$ cat config.mk
export PLATFORM = sky130hd
export DESIGN_NAME = uart_rx_fifo_flat
export DESIGN_NICKNAME = d
export VERILOG_FILES = /design/src/rtl/uart_rx_fifo_if.sv /design/src/rtl/uart_rx_fifo.sv /design/src/flat_wrapper.sv
export SDC_FILE = /design/constraint.sdc
export NUM_CORES = 1
export LEC_CHECK = 0
export BUFFER_PORTS_ARGS = -buffer_cell sky130_fd_sc_hd__buf_2
export CAP_MARGIN = 20
export CORE_UTILIZATION = 55
export DETAILED_ROUTE_END_ITERATION = 8
export GPL_TIMING_DRIVEN = 0
export PLACE_DENSITY = 0.73
export SYNTH_ARGS = -nofsm -noshare
export SYNTH_HDL_FRONTEND = slang
export SYNTH_SLANG_ARGS = --single-unit
$ cat constraint.sdc
create_clock -name i_clk -period 3.2 [get_ports i_clk]
set_input_delay 0.64 -clock i_clk [delete_from_list [all_inputs] [get_ports i_clk]]
set_output_delay 0.64 -clock i_clk [all_outputs]
set_load 0.01 [all_outputs]
$ cat src/rtl/uart_rx_fifo_if.sv
// Byte/flag bundle between uart_rx, the receive FIFO and the CPU input channel.
interface uart_rx_fifo_if #(
    parameter int WIDTH      = 8,
    parameter int DEPTH_LOG2 = 4
);
    logic [WIDTH-1:0]    rx_byte;
    logic                rx_done_n;
    logic                fg_in;
    logic [WIDTH-1:0]    inpr;
    logic                fg_in_set_n;
    logic [DEPTH_LOG2:0] count;
    logic                empty;
    logic                full;
    logic                overflow;

    modport master (
        output rx_byte, rx_done_n, fg_in,
        input  inpr, fg_in_set_n, count, empty, full, overflow
    );

    modport slave (
        input  rx_byte, rx_done_n, fg_in,
        output inpr, fg_in_set_n, count, empty, full, overflow
    );
endinterface

$ cat src/rtl/uart_rx_fifo.sv
// Receive FIFO between uart_rx and CPU input channel 1: queues completed bytes and
// hands them to the CPU one at a time through the FGI set strobe / clear handshake.
module uart_rx_fifo #(
    parameter int WIDTH      = 8,
    parameter int DEPTH_LOG2 = 4
) (
    input  logic          i_clk,
    input  logic          i_reset,
    uart_rx_fifo_if.slave bus
);
    localparam int DEPTH = 1 << DEPTH_LOG2;

    typedef enum logic [1:0] {
        IDLE    = 2'd0,
        STROBE  = 2'd1,
        RETRY   = 2'd2,
        WAIT_LO = 2'd3
    } state_t;

    logic [WIDTH-1:0]      r_mem [DEPTH];
    logic [DEPTH_LOG2-1:0] r_wr_ptr;
    logic [DEPTH_LOG2-1:0] r_rd_ptr;
    logic [DEPTH_LOG2:0]   r_count;
    logic                  r_overflow;
    logic                  r_prev_done_n;
    logic                  r_set_n;
    logic                  r_retry;
    state_t                r_state;

    state_t                w_state_nxt;
    logic                  w_set_n_nxt;
    logic                  w_retry_nxt;
    logic                  w_empty;
    logic                  w_full;
    logic                  w_push_req;
    logic                  w_push;
    logic                  w_pop;
    logic                  w_drop;

    assign w_empty    = (r_count == {(DEPTH_LOG2+1){1'b0}});
    assign w_full     = (r_count == (DEPTH_LOG2+1)'(DEPTH));
    assign w_push_req = r_prev_done_n & ~bus.rx_done_n;
    assign w_pop      = (r_state == WAIT_LO) & ~bus.fg_in;
    // A pop on the same edge frees a slot, so a push into a full queue is still accepted.
    assign w_push     = w_push_req & (~w_full | w_pop);
    assign w_drop     = w_push_req & w_full & ~w_pop;

    assign bus.inpr        = w_empty ? {WIDTH{1'b0}} : r_mem[r_rd_ptr];
    assign bus.fg_in_set_n = r_set_n;
    assign bus.count       = r_count;
    assign bus.empty       = w_empty;
    assign bus.full        = w_full;
    assign bus.overflow    = r_overflow;

    // Storage array write port; contents need no reset since inpr is masked while empty.
    always_ff @(posedge i_clk) begin
        if (w_push) begin
            r_mem[r_wr_ptr] <= bus.rx_byte;
        end
    end

    // Pointers, occupancy, sticky overflow and rx_done_n edge detector.
    always_ff @(posedge i_clk) begin
        if (i_reset) begin
            r_wr_ptr      <= {DEPTH_LOG2{1'b0}};
            r_rd_ptr      <= {DEPTH_LOG2{1'b0}};
            r_count       <= {(DEPTH_LOG2+1){1'b0}};
            r_overflow    <= 1'b0;
            r_prev_done_n <= 1'b1;
        end else begin
            r_prev_done_n <= bus.rx_done_n;
            if (w_push) begin
                r_wr_ptr <= r_wr_ptr + 1'b1;
            end
            if (w_pop) begin
                r_rd_ptr <= r_rd_ptr + 1'b1;
            end
            if (w_drop) begin
                r_overflow <= 1'b1;
            end
            case ({w_push, w_pop})
                2'b10:   r_count <= r_count + 1'b1;
                2'b01:   r_count <= r_count - 1'b1;
                default: r_count <= r_count;
            endcase
        end
    end

    // Handshake FSM state, registered strobe and retry cycle marker.
    always_ff @(posedge i_clk) begin
        if (i_reset) begin
            r_state <= IDLE;
            r_set_n <= 1'b1;
            r_retry <= 1'b0;
        end else begin
            r_state <= w_state_nxt;
            r_set_n <= w_set_n_nxt;
            r_retry <= w_retry_nxt;
        end
    end

    // Next-state logic: strobe once, give the CPU two extra cycles to raise FGI, then re-strobe.
    always_comb begin
        w_state_nxt = r_state;
        w_set_n_nxt = 1'b1;
        w_retry_nxt = 1'b0;
        case (r_state)
            IDLE: begin
                if (!w_empty && !bus.fg_in) begin
                    w_state_nxt = STROBE;
                    w_set_n_nxt = 1'b0;
                end else begin
                    w_state_nxt = IDLE;
                end
            end
            STROBE: begin
                if (bus.fg_in) begin
                    w_state_nxt = WAIT_LO;
                end else begin
                    w_state_nxt = RETRY;
                end
            end
            RETRY: begin
                if (bus.fg_in) begin
                    w_state_nxt = WAIT_LO;
                end else if (r_retry) begin
                    w_state_nxt = IDLE;
                end else begin
                    w_retry_nxt = 1'b1;
                end
            end
            WAIT_LO: begin
                if (!bus.fg_in) begin
                    w_state_nxt = IDLE;
                end else begin
                    w_state_nxt = WAIT_LO;
                end
            end
            default: begin
                w_state_nxt = IDLE;
            end
        endcase
    end
endmodule
$ cat src/flat_wrapper.sv
// flat-port wrapper written by rule: the top's interface ports become plain ports
module uart_rx_fifo_flat 
#(
    parameter int WIDTH      = 8,
    parameter int DEPTH_LOG2 = 4
)
  (i_clk, i_reset, bus_rx_byte, bus_rx_done_n, bus_fg_in, bus_inpr, bus_fg_in_set_n, bus_count, bus_empty, bus_full, bus_overflow);
  uart_rx_fifo_if #(.WIDTH(WIDTH), .DEPTH_LOG2(DEPTH_LOG2)) bus_i ();
  input  logic i_clk;
  input  logic i_reset;
  input wire logic [$bits(bus_i.rx_byte)-1:0] bus_rx_byte;
  input wire logic [$bits(bus_i.rx_done_n)-1:0] bus_rx_done_n;
  input wire logic [$bits(bus_i.fg_in)-1:0] bus_fg_in;
  output wire logic [$bits(bus_i.inpr)-1:0] bus_inpr;
  output wire logic [$bits(bus_i.fg_in_set_n)-1:0] bus_fg_in_set_n;
  output wire logic [$bits(bus_i.count)-1:0] bus_count;
  output wire logic [$bits(bus_i.empty)-1:0] bus_empty;
  output wire logic [$bits(bus_i.full)-1:0] bus_full;
  output wire logic [$bits(bus_i.overflow)-1:0] bus_overflow;
  assign bus_i.rx_byte = bus_rx_byte;
  assign bus_i.rx_done_n = bus_rx_done_n;
  assign bus_i.fg_in = bus_fg_in;
  assign bus_inpr = bus_i.inpr;
  assign bus_fg_in_set_n = bus_i.fg_in_set_n;
  assign bus_count = bus_i.count;
  assign bus_empty = bus_i.empty;
  assign bus_full = bus_i.full;
  assign bus_overflow = bus_i.overflow;
  uart_rx_fifo #(.WIDTH(WIDTH), .DEPTH_LOG2(DEPTH_LOG2)) u_core (.i_clk(i_clk), .i_reset(i_reset), .bus(bus_i));
endmodule
---- After elaboration in Yosys (flattened, before gate mapping) ----
Memory sizes are Yosys's and may differ from the RTL's. A register that Yosys moved wholly into a read port is not among the register bits.
Index checks and enable logic that the tools add are counted.
storage, ports and cells
  logic and storage cells ................. 54
  input port bits ......................... 12
  bits in registers ....................... 19
  bits in writable memories ............... 128
  memories kept ........................... 1
memory list
  name          depth  bits a word  rd ports  clocked after Yosys merged registers in  wr ports  RTL line            RTL
  u_core.r_mem  16     8            1         1                                        1         uart_rx_fifo.sv:20  logic [WIDTH-1:0] r_mem [DEPTH];
operators by class
  bitwise logic cells ..................... 12
  mux-type cells .......................... 14
  add/subtract/negate cells ............... 4
  equality and inequality tests ........... 7
  reduce and logical (&&, ||, !) cells .... 8
operators by type and width
  operator                                                                  count
  5-bit one-hot mux with 2 select lines                                     1
  4-bit by 1-bit adder with 4-bit output (second input constant)            2
  4-bit two-way mux                                                         2
  8-bit two-way mux                                                         1
  2-bit one-hot mux with 4 select lines                                     1
  2-bit equality test (second input constant)                               3
  1-bit two-way mux                                                         6
  2-bit two-way mux                                                         3
  1-bit inverter                                                            6
  5-bit by 1-bit adder with 5-bit output (second input constant)            1
  1-bit bitwise AND                                                         5
  5-bit equality test (second input constant)                               1
  5-bit logical NOT                                                         1
  5-bit by 1-bit subtractor with 5-bit output (second input constant)       1
  2-bit by 1-bit equality test with 1-bit output (second input constant)    2
  3-bit by 2-bit inequality test with 1-bit output (second input constant)  1
  3-bit OR reduction                                                        1
  1-bit logical NOT                                                         2
  2-bit logical NOT                                                         1
  2-bit nonzero test                                                        1
  2-bit OR reduction                                                        1
  1-bit logical AND                                                         1
  1-bit bitwise OR                                                          1

---- Longest topological paths before layout ----
Gate-level depths: netlist of the first run.
  word-level depth ........................ 6
  mapped depth ............................ 11

---- Least setup slack after synthesis of the first run ----
OpenSTA, ideal clock, no wires.
  kind .................................... input-to-reg
  start point ............................. input bus_fg_in
  end point ............................... register u_core.r_count[4], in the netlist u_core.bus.count[4]
  buffers on the path ..................... 1
  stages .................................. 11
  required time ........................... 3136 ps
  library setup time ...................... 64 ps
  data arrival time ....................... 2804 ps
  slack ................................... 333 ps
  path through ............................ nand3b_1 a31oi_2 inv_1 ha_1 clkbuf_1 xor2_1 ha_1 o21ai_0 or3_1 a2111o_1 nand4_1
on the way
  longest elaborated chain between the ends .. 6
ends and longest elaborated chain
  element                                                                                       RTL line            RTL
  start, declared                                                                               flat_wrapper.sv:13  input wire logic [$bits(bus_i.fg_in)-1:0] bus_fg_in;
  1-bit inverter *                                                                              uart_rx_fifo.sv:43  assign w_pop = (r_state == WAIT_LO) & ~bus.fg_in;
  1-bit bitwise AND *                                                                           uart_rx_fifo.sv:43
  1-bit bitwise OR                                                                              uart_rx_fifo.sv:45  assign w_push = w_push_req & (~w_full | w_pop);
  1-bit bitwise AND                                                                             uart_rx_fifo.sv:45
  2-bit by 1-bit equality test with 1-bit output / 2-bit equality test (equally long branches)  uart_rx_fifo.sv:81  case ({w_push, w_pop})
  5-bit one-hot mux with 2 select lines / 2-bit nonzero test (equally long branches)            n/a
  end signal, assigned                                                                          uart_rx_fifo.sv:82  2'b10: r_count <= r_count + 1'b1;
  end signal, assigned                                                                          uart_rx_fifo.sv:83  2'b01: r_count <= r_count - 1'b1;
  end signal, assigned                                                                          uart_rx_fifo.sv:84  default: r_count <= r_count;
  end, declared                                                                                 uart_rx_fifo.sv:23  logic [DEPTH_LOG2:0] r_count;
Mark *: on every way between the ends. The rest lies on a longest branch, timed or not.
A chain may end at the register's enable or synchronous reset.

==> results.py, run 1 <==
metrics = {
    "synthesis": {
        "async_flop_share": 0,
        "syn_inst": 352,
        "yosys_warnings": 0,
        "yosysSeqAreaShare": 0.698,
        "synth-seq-cells": 151,
        "synth_area_um2": 6170,
        "synth.distinct_cells": 44,
        "synth_nets": 373,
        "synth-main-ff-cell": "edfxtp_1",
        "synth_edf_count": 128,
        "avgSynthCellArea_um2": 17.5,
    },
    "global_routing": {
        "grt_max_degree": 17,
        "grt-ovfl-total": 0,
        "use_met1": 0.280,
        "grt-busiest-layer": "met2",
        "first_global_vias": 3274,
        "grt_pass1_wl_um": 18000,
        "grtUsageTotal": 0.222,
        "grtUsageMet2": 0.368,
        "antenna_found_initial": 0,
        "use_met3": 0.0593,
    },
    "clock_network": {
        "cts-htree-levels": 4,
        "insertion_delay_ps": 520,
        "post_cts_resized": 0,
        "post-cts-setup-buffer-count": 0,
        "clock-root-buffer": "clkbuf_8",
        "clockBufferDepth": 2,
        "cts_buffers": 17,
        "postCtsHoldBufs": 0,
        "path_clk_slew_ps": 60,
        "cts.sinks": 151,
        "cts_tree": "built",
    },
    "floorplanning": {
        "die-area_um2": 11600,
        "coreArea_um2": 10900,
        "pin_count": 29,
        "dieHeight_um": 108,
        "rows": 38,
        "die_w_um": 108,
        "initial_core_util": 0.566,
    },
    "hold_path": {
        "hold_class": "in2reg",
    },
    "setup_path": {
        "cp.arrival_ps": 2390,
        "crit_type": "reg2out",
        "cp-start-kind": "flop",
        "end_kind": "primary output",
        "worstPathRequired_ps": 2560,
        "cp_max_fo": 10,
    },
    "timing": {
        "fin_crit_ps": 3030,
        "fin_crit_sh": 0.947,
        "fin_worst_skew_ps": 8.14,
        "fmax_mhz": 330,
        "slew_headroom": 0.361,
        "hold_viol": 0,
        "worst_pin_slew_ps": 955,
        "setup_viol": 0,
        "rsz0062_at_grt": "no",
        "drv_slew": 0,
    },
    "routing": {
        "drc_errors": 0,
        "drt_wl_total_um": 11600,
        "dr.pass1.iters": 4,
        "drtIter0Drc": 239,
        "vias": 3223,
        "via_per_inst": 5.80,
        "ant_nets": 0,
        "wl_per_cell_um": 20.9,
    },
    "power": {
        "power.leakage_nw": 2.41,
        "powerDensity_nw_per_um2": 618,
        "total_power_mw": 4.42,
        "peakVddDrop_uv": 327,
    },
    "final_layout": {
        "nets": 424,
        "seq_area_um2": 4300,
        "drive_gt1_frac": 0.245,
        "finalInstanceArea_um2": 7150,
        "syn2layout_area_growth_pct": 15.9,
        "final_cells": 556,
        "fillers": 754,
        "num_antenna_cells": 0,
        "multi_input_comb_area_um2": 1710,
    },
    "place": {
        "dp.cells": 524,
        "place_area_um2": 6500,
        "port_buffers": 28,
        "place.gp.congestion": 0.745,
        "dp_hpwl_um": 7490,
    },
    "flow_run": {
        "max-cap-violations": 0,
    },
    "status": {
        "status": "complete, no violations",
    },
}
[final cells by class]
cell class | count | share of cell area
Sequential cell | 151 | 0.602
Tap cell | 140 | 0.0245
Timing Repair Buffer | 32 | 0.0228
Buffer | 21 | 0.0186
Clock buffer | 26 | 0.0833
Multi-Input combinational cell | 172 | 0.239
Inverter | 8 | 0.00420
Clock inverter | 6 | 0.00560
[cells in the mapped netlist (all sizes together) (4+ instances only)]
cell	number	area [µm²]
a211oi	17	128
mux2i	10	100
xnor2	4	35.0
clkbuf	8	30.0
o21ai	4	20.0
ha	9	113
nor3	5	25.0
buf	13	101
nor2	29	109
inv	8	30.0
dfxtp	23	460
or3	4	25.0
edfxtp	128	3840
nand2	10	37.5
a21oi	4	20.0
xor2	5	43.8
nor2b	8	50.1
nand2b	5	31.3
mux4	32	754
nand4	4	25.0
[where the power goes]
group	internal (mW)	leakage [nW]	switching, mW
clock	1.28	0.315	0.748
combinational	0.0806	0.752	0.126
sequential	2.16	1.34	0.0211
total	3.52	2.41	0.895
[kinds of logic (layout without fill, tap and decap cells)]
family | count (synthesis) | count (layout) | share of synthesized area
AOI/OAI and AO/OA | 33 | 33 | 0.0396
xor gates and xnor gates | 9 | 9 | 0.0128
and+or+nand+nor | 79 | 79 | 0.0666
adders and majority gates | 9 | 9 | 0.0183
muxes | 42 | 42 | 0.139
DFF | 151 | 151 | 0.698
buffers and inverters | 29 | 93 | 0.0262
[worst paths after layout]
| path | start | end | slack [ps] | cells after the start |
|---|---|---|---|---|
| worst max-delay path | flop | bus_inpr[1] | 170 | 6 |
| worst min-delay path | bus_rx_done_n | u_core.r_prev_done_n$_SDFF_PP1_ | 340 | 2 |
| worst min register to register | u_core.r_retry$_SDFF_PP0_ | u_core.r_retry$_SDFF_PP0_ | 440 | 1 |
| worst max register to register | u_core.r_state[1]$_SDFFE_PP0P_ | u_core.bus.count[4]$_SDFFE_PP0P_ | 260 | 11 |
[registers in the layout (all words and copies together), names as in the netlist, 2 cells and up, named ones only]
signal / flops
u_core.r_mem: 128
u_core.bus.count: 5
u_core.r_rd_ptr: 4
u_core.r_wr_ptr: 4
u_core.r_state: 2
[critical path, stage by stage (launching register included)]
cell and delay [ps]:
dfxtp_1 300, buf_2 200, buf_4 270, mux4_2 540, mux2i_1 220, a211oi_1 150
buf_2 180
[metal layers]
layer / vias to the layer above / part of all wire
met5: - / 0
li1: 1495 / -
met4: 0 / 0.014
met1: 1619 / 0.42
met3: 15 / 0.055
met2: 94 / 0.51
[cells in the final DEF, fill, tap and decap left out, types with 2 or more instances in the layout]
master / n
a211oi_1: 17
a21oi_1: 4
and2_1: 2
buf_2: 36
buf_4: 5
buf_6: 2
clkbuf_1: 8
clkbuf_16: 22
clkbuf_8: 3
dfxtp_1: 23
edfxtp_1: 128
ha_1: 9
inv_1: 8
inv_4: 3
mux2i_1: 10
mux4_1: 9
mux4_2: 23
nand2_1: 10
nand2b_1: 5
nand3_1: 2
nand4_1: 4
nand4b_1: 2
nor2_1: 29
nor2b_1: 8
nor3_1: 5
o21ai_0: 4
or3_1: 4
xnor2_1: 4
xor2_1: 5
[stage by stage]
step / util / hold WS (ps) / setup TNS (ps) / worst slack [ps]
3_5_place_dp: 0.597 / 414 / -173 / -138
5_1_grt: 0.657 / 336 / 0 / 34.6
2_1_floorplan: - / 397 / 0 / 333
6_report: 0.657 / 341 / 0 / 169
3_3_place_gp: 0.595 / 407 / -85.8 / -80.5
4_1_cts: 0.656 / 322 / 0 / 72.5
Note: power is estimated with default switching activity, not from simulation.
==> run 2: changes to the inputs <==
--- a/config.mk
+++ b/config.mk
@@ -5,12 +5,12 @@
 export SDC_FILE = /design/constraint.sdc
 export NUM_CORES = 1
 export LEC_CHECK = 0
-export BUFFER_PORTS_ARGS = -buffer_cell sky130_fd_sc_hd__buf_2
 export CAP_MARGIN = 20
 export CORE_UTILIZATION = 55
 export DETAILED_ROUTE_END_ITERATION = 8
+export DONT_BUFFER_PORTS = 1
 export GPL_TIMING_DRIVEN = 0
-export PLACE_DENSITY = 0.73
+export PLACE_DENSITY = 0.7
 export SYNTH_ARGS = -nofsm -noshare
 export SYNTH_HDL_FRONTEND = slang
 export SYNTH_SLANG_ARGS = --single-unit
==> run 2 against run 1 <==
Compared with the run above:
- worst hold slack worse by 130 ps
- critical path depth stayed put
- clock-buffer cell count is 7 lower
- register-to-register slack better by 40 ps
- largest cell class unchanged
- largest power group unchanged
==> results.py, run 2 (synthesis results as in run 1) <==
metrics = {
    "hold_path": {
        "min_to": "u_core.r_mem[0][3]$_DFFE_PP_",
        "hold_class": "in2reg",
        "worst_hold_path.num_cells": 0,
        "worstHoldStart": "bus_rx_byte[3]",
    },
    "clock_network": {
        "cts-htree-levels": 4,
        "cts_buffers": 17,
        "post-cts-setup-buffer-count": 0,
        "clock-root-buffer": "clkbuf_8",
        "postCtsHoldBufs": 0,
        "cts.sinks": 151,
        "insertion_delay_ps": 520,
        "post_cts_resized": 0,
        "clockBufferDepth": 2,
        "path_clk_slew_ps": 60,
        "cts_tree": "built",
    },
    "setup_path": {
        "rr_startpoint": "u_core.bus.count[1]$_SDFFE_PP0P_",
        "cp.arrival_ps": 2320,
        "cp_cell_sequence": "buf_6 > buf_4 > buf_4 > mux4_2 > mux2i_1 > a211oi_1",
        "worst-r2r-setup-slack_ps": 300,
        "worstPathRequired_ps": 2560,
        "cp-start-kind": "flop",
        "end_kind": "primary output",
        "cpLargestDelayFamily": "buffers and inverters",
        "crit_buf_inv": 3,
        "reg2reg_depth": 11,
        "crit_top_cell": "buf_4",
        "r2r-end": "u_core.bus.count[4]$_SDFFE_PP0P_",
        "crit_type": "reg2out",
        "slowest_stage": "a211oi_1",
        "critical_path.max_stage_delay_ps": 570,
        "cp_max_fo": 10,
    },
    "final_layout": {
        "syn2layout_area_growth_pct": 12.5,
        "largest_reg_flops": 128,
        "regMostFlops": "u_core.r_mem",
        "num_antenna_cells": 0,
        "final_cell_mix": "128 x edfxtp_1, 29 x nor2_1, 23 x mux4_2, 23 x dfxtp_1, 17 x a211oi_1",
        "mostFrequentLayoutCell": "edfxtp_1",
        "final_cells": 528,
        "nets": 396,
        "finish.utilization": 0.637,
        "drive_gt1_frac": 0.186,
    },
    "floorplanning": {
        "pin_count": 29,
        "die-area_um2": 11600,
        "initial_core_util": 0.566,
        "die_w_um": 108,
        "dieHeight_um": 108,
        "rows": 38,
        "coreArea_um2": 10900,
    },
    "global_routing": {
        "first_global_vias": 3167,
        "grt-ovfl-total": 0,
        "grtUsageTotal": 0.214,
        "grt_pass1_wl_um": 17300,
        "antenna_found_initial": 0,
        "grt_max_degree": 17,
    },
    "timing": {
        "fmax_mhz": 338,
        "tns_ps": 0,
        "rsz0062_at_grt": "no",
        "slew_headroom": 0.356,
        "hold_viol": 0,
        "fin_worst_skew_ps": 4.11,
        "setup_viol": 0,
        "fin_crit_ps": 2960,
        "fin_crit_sh": 0.924,
        "fin_hold_ws_ps": 212,
        "worst_pin_slew_ps": 963,
        "drv_slew": 0,
        "fin_ws_ps": 244,
    },
    "place": {
        "dp_hpwl_um": 7400,
        "post-place-ws_ps": 39.1,
        "dp.cells": 496,
        "port_buffers": 0,
        "place.gp.congestion": 0.728,
    },
    "power": {
        "power.leakage_nw": 2.23,
        "peakVddDrop_uv": 414,
        "powerDensity_nw_per_um2": 606,
    },
    "routing": {
        "ant_nets": 0,
        "drtIter0Drc": 149,
        "drc_errors": 0,
        "wl_per_cell_um": 21.3,
        "vias": 3118,
        "drt_wl_total_um": 11300,
        "via_per_inst": 5.91,
        "dr.pass1.iters": 4,
    },
    "flow_run": {
        "max-cap-violations": 0,
    },
    "status": {
        "status": "complete, no violations",
    },
}
[run 2: cell count changes in the layout (fill, tap and decap cells not counted), moves of 3 or more]
cell,delta
buf_2,-31
clkbuf_16,-6
buf_4,+3
clkinv_2,+3
inv_4,-3
[run 2: worst reg2reg max path: stages, from the launching register on]
cell      delay (ps)
dfxtp_1          430
nor4_4           430
a31oi_2          230
inv_1            130
ha_1             180
clkbuf_2         200
xor2_1           170
ha_1             190
o21ai_0           70
or3_1            360
a2111o_1         390
nand4_1           70
[run 2: cell type report]
class,instances,area [µm²]
Buffer,21,133
Clock buffer,19,422
Clock inverter,13,133
Fill cell,753,3950
Inverter,8,30.0
Multi-Input combinational cell,172,1710
Sequential cell,151,4300
Tap cell,140,175
Timing Repair Buffer,4,30.0
[run 2: worst max-delay path by stage]
stage	slack, ps	startpoint	cells past startpoint	end
global placement	40	bus_fg_in	11	u_core.bus.count[4]$_SDFFE_PP0P_
global route	110	u_core.bus.count[0]$_SDFFE_PP0P_	11	u_core.bus.count[4]$_SDFFE_PP0P_
finish	240	flop	6	bus_inpr[7]
CTS	60	u_core.bus.count[0]$_SDFFE_PP0P_	11	u_core.bus.count[4]$_SDFFE_PP0P_
detailed placement	40	bus_fg_in	11	u_core.bus.count[4]$_SDFFE_PP0P_
floorplan	330	bus_fg_in	11	u_core.bus.count[4]$_SDFFE_PP0P_
[run 2: per-layer routing]
metal / vias to the layer above / share of wire / track usage
met2: 60 / 0.49 / 0.333
li1: 1440 / - / -
met5: - / 0 / 0
met4: 0 / 0.016 / 0.0851
met1: 1602 / 0.45 / 0.282
met3: 16 / 0.038 / 0.0630
[run 2: metrics by stage]
step,power [mW],instance area (µm²)
2_1_floorplan,2.34,6170
3_3_place_gp,2.38,6340
3_5_place_dp,2.39,6370
4_1_cts,4.23,6930
5_1_grt,4.33,6940
6_report,4.21,6940
[run 2: power breakdown]
part / switching [mW] / total, mW / internal, mW
Clock: 0.754 / 1.86 / 1.10
Sequential: 0.0240 / 2.19 / 2.16
Combinational: 0.0968 / 0.160 / 0.0630
==> run 3: changes to the inputs <==
--- a/config.mk
+++ b/config.mk
@@ -6,11 +6,11 @@
 export NUM_CORES = 1
 export LEC_CHECK = 0
 export CAP_MARGIN = 20
-export CORE_UTILIZATION = 55
+export CORE_UTILIZATION = 60
 export DETAILED_ROUTE_END_ITERATION = 8
 export DONT_BUFFER_PORTS = 1
 export GPL_TIMING_DRIVEN = 0
-export PLACE_DENSITY = 0.7
+export PLACE_DENSITY = 0.76
 export SYNTH_ARGS = -nofsm -noshare
 export SYNTH_HDL_FRONTEND = slang
 export SYNTH_SLANG_ARGS = --single-unit
==> run 3 against run 2 <==
Compared with the run above:
- global-route usage rose by 2.6 points
- clock power is 5% higher
- clock skew rose by 2.8 ps
- design area increased by 0.22%
- sequential share of layout area decreased by 0.13 points
- largest power group unchanged
- highest routed layer unchanged
==> results.py, run 3 (synthesis results as in run 1) <==
metrics = {
    "status": {
        "status": "complete, no violations",
    },
    "final_layout": {
        "drive_gt1_frac": 0.183,
        "largest_reg_flops": 128,
        "mostFrequentLayoutCell": "edfxtp_1",
        "regMostFlops": "u_core.r_mem",
        "syn2layout_area_growth_pct": 12.7,
        "final_cells": 521,
        "finalInstanceArea_um2": 6950,
        "final_cell_mix": "128 x edfxtp_1, 29 x nor2_1, 23 x mux4_2, 23 x dfxtp_1, 17 x a211oi_1",
        "fillers": 628,
        "num_antenna_cells": 0,
        "seq_area_um2": 4300,
        "multi_input_comb_area_um2": 1720,
        "finish.utilization": 0.705,
        "nets": 396,
    },
    "global_routing": {
        "grt_pass1_wl_um": 17400,
        "grt-ovfl-total": 0,
        "grtUsageTotal": 0.239,
        "grt_max_degree": 17,
        "antenna_found_initial": 0,
        "first_global_vias": 3199,
    },
    "routing": {
        "m1WireLength_um": 4500,
        "wl_per_cell_um": 22.0,
        "maxUsedRoutingLayer": "met4",
        "wl_met2_um": 5990,
        "dr.pass1.iters": 7,
        "drc_errors": 0,
        "wl_met3_um": 769,
        "via_per_inst": 6.11,
        "drt_wl_total_um": 11400,
        "vias": 3183,
        "ant_nets": 0,
        "drtIter0Drc": 113,
    },
    "floorplanning": {
        "dieHeight_um": 103,
        "pin_count": 29,
        "initial_core_util": 0.625,
        "coreArea_um2": 9860,
        "die-area_um2": 10700,
        "die_w_um": 103,
        "rows": 36,
    },
    "place": {
        "place.gp.congestion": 0.770,
        "dp.cells": 489,
        "place_area_um2": 6350,
        "port_buffers": 0,
        "dp_hpwl_um": 7620,
        "post-place-ws_ps": -57.0,
    },
    "timing": {
        "slew_headroom": 0.359,
        "setup_viol": 0,
        "worst_pin_slew_ps": 958,
        "drv_slew": 0,
        "fin_worst_skew_ps": 6.89,
        "fin_crit_sh": 0.923,
        "fin_ws_ps": 246,
        "rsz0062_at_grt": "no",
        "fin_crit_ps": 2950,
        "hold_viol": 0,
        "fmax_mhz": 338,
    },
    "power": {
        "clkPwrFrac": 0.454,
        "total_power_mw": 4.29,
        "power.leakage_nw": 2.23,
        "seqPwrFrac": 0.510,
        "switching_share": 0.206,
        "power_switching_mw": 0.884,
        "combinationalPowerShare": 0.037,
        "peakVddDrop_uv": 443,
        "p_int_mw": 3.41,
        "powerDensity_nw_per_um2": 618,
    },
    "hold_path": {
        "hold_class": "in2reg",
        "worstHoldStart": "bus_rx_byte[1]",
    },
    "clock_network": {
        "cts_buffers": 17,
        "path_clk_slew_ps": 60,
        "insertion_delay_ps": 530,
        "clockBufferDepth": 2,
        "cts_tree": "built",
        "clock-root-buffer": "clkbuf_8",
        "post-cts-setup-buffer-count": 0,
        "cts-htree-levels": 4,
        "cts.sinks": 151,
        "postCtsHoldBufs": 0,
    },
    "setup_path": {
        "crit_type": "reg2out",
        "cp.arrival_ps": 2310,
        "cp-start-kind": "flop",
        "end_kind": "primary output",
        "rr_startpoint": "u_core.bus.count[0]$_SDFFE_PP0P_",
        "cp_max_fo": 10,
        "worstPathRequired_ps": 2560,
    },
    "flow_run": {
        "max-cap-violations": 0,
    },
}
==> run 3: final cells by class <==
type / instances / share of cell area
flip-flops and latches: 151 / 0.619
multi-input cells: 172 / 0.247
clock buffers: 20 / 0.0612
well taps: 133 / 0.0239
clock inverters: 12 / 0.0221
plain buffers: 21 / 0.0191
inverters: 8 / 0.00432
repair buffers: 4 / 0.00288
==> run 3: worst paths after layout <==
kind                                                    endpoint  slack, ps  depth (start not counted)
worst max register to register  u_core.bus.count[4]$_SDFFE_PP0P_        280                         11
worst min register to register         u_core.r_retry$_SDFF_PP0_        420                          1
worst max-delay path                                 bus_inpr[2]        250                          6
worst min-delay path                u_core.r_mem[5][1]$_DFFE_PP_        200                          0
==> run 3: critical path, cell delays in order (launching register included) <==
cell,delay (ps)
dfxtp_1,330
buf_6,130
buf_4,220
buf_4,250
mux4_2,210
mux2i_1,100
a211oi_1,530
==> run 3: repair_timing <==
item,4_1_cts,5_1_grt
resized for setup,1,3
pin swaps,0,0
setup endpoints to repair,1,2
==> run 3: power by group through the flow <==
stage / Sequential (mW) / Combinational (mW) / Clock (mW)
global route: 2.19 / 0.177 / 2.04
CTS: 2.19 / 0.160 / 1.96
floorplan: 2.22 / 0.116 / 0
global placement: 2.23 / 0.149 / 0
detailed placement: 2.23 / 0.157 / 0
finish: 2.19 / 0.159 / 1.95
==> run 3: through the flow <==
stage          setup TNS (ps)  hold slack, ps
3_3_place_gp                0             403
2_1_floorplan               0             397
4_1_cts                     0             186
3_5_place_dp            -57.0             409
6_report                    0             205
5_1_grt                     0             178
==> run 3: routing by layer <==
metal | up-vias | track usage
li1 | 1446 | -
met1 | 1608 | 0.299
met2 | 116 | 0.406
met3 | 13 | 0.0706
met4 | 0 | 0.0758
met5 | - | 0
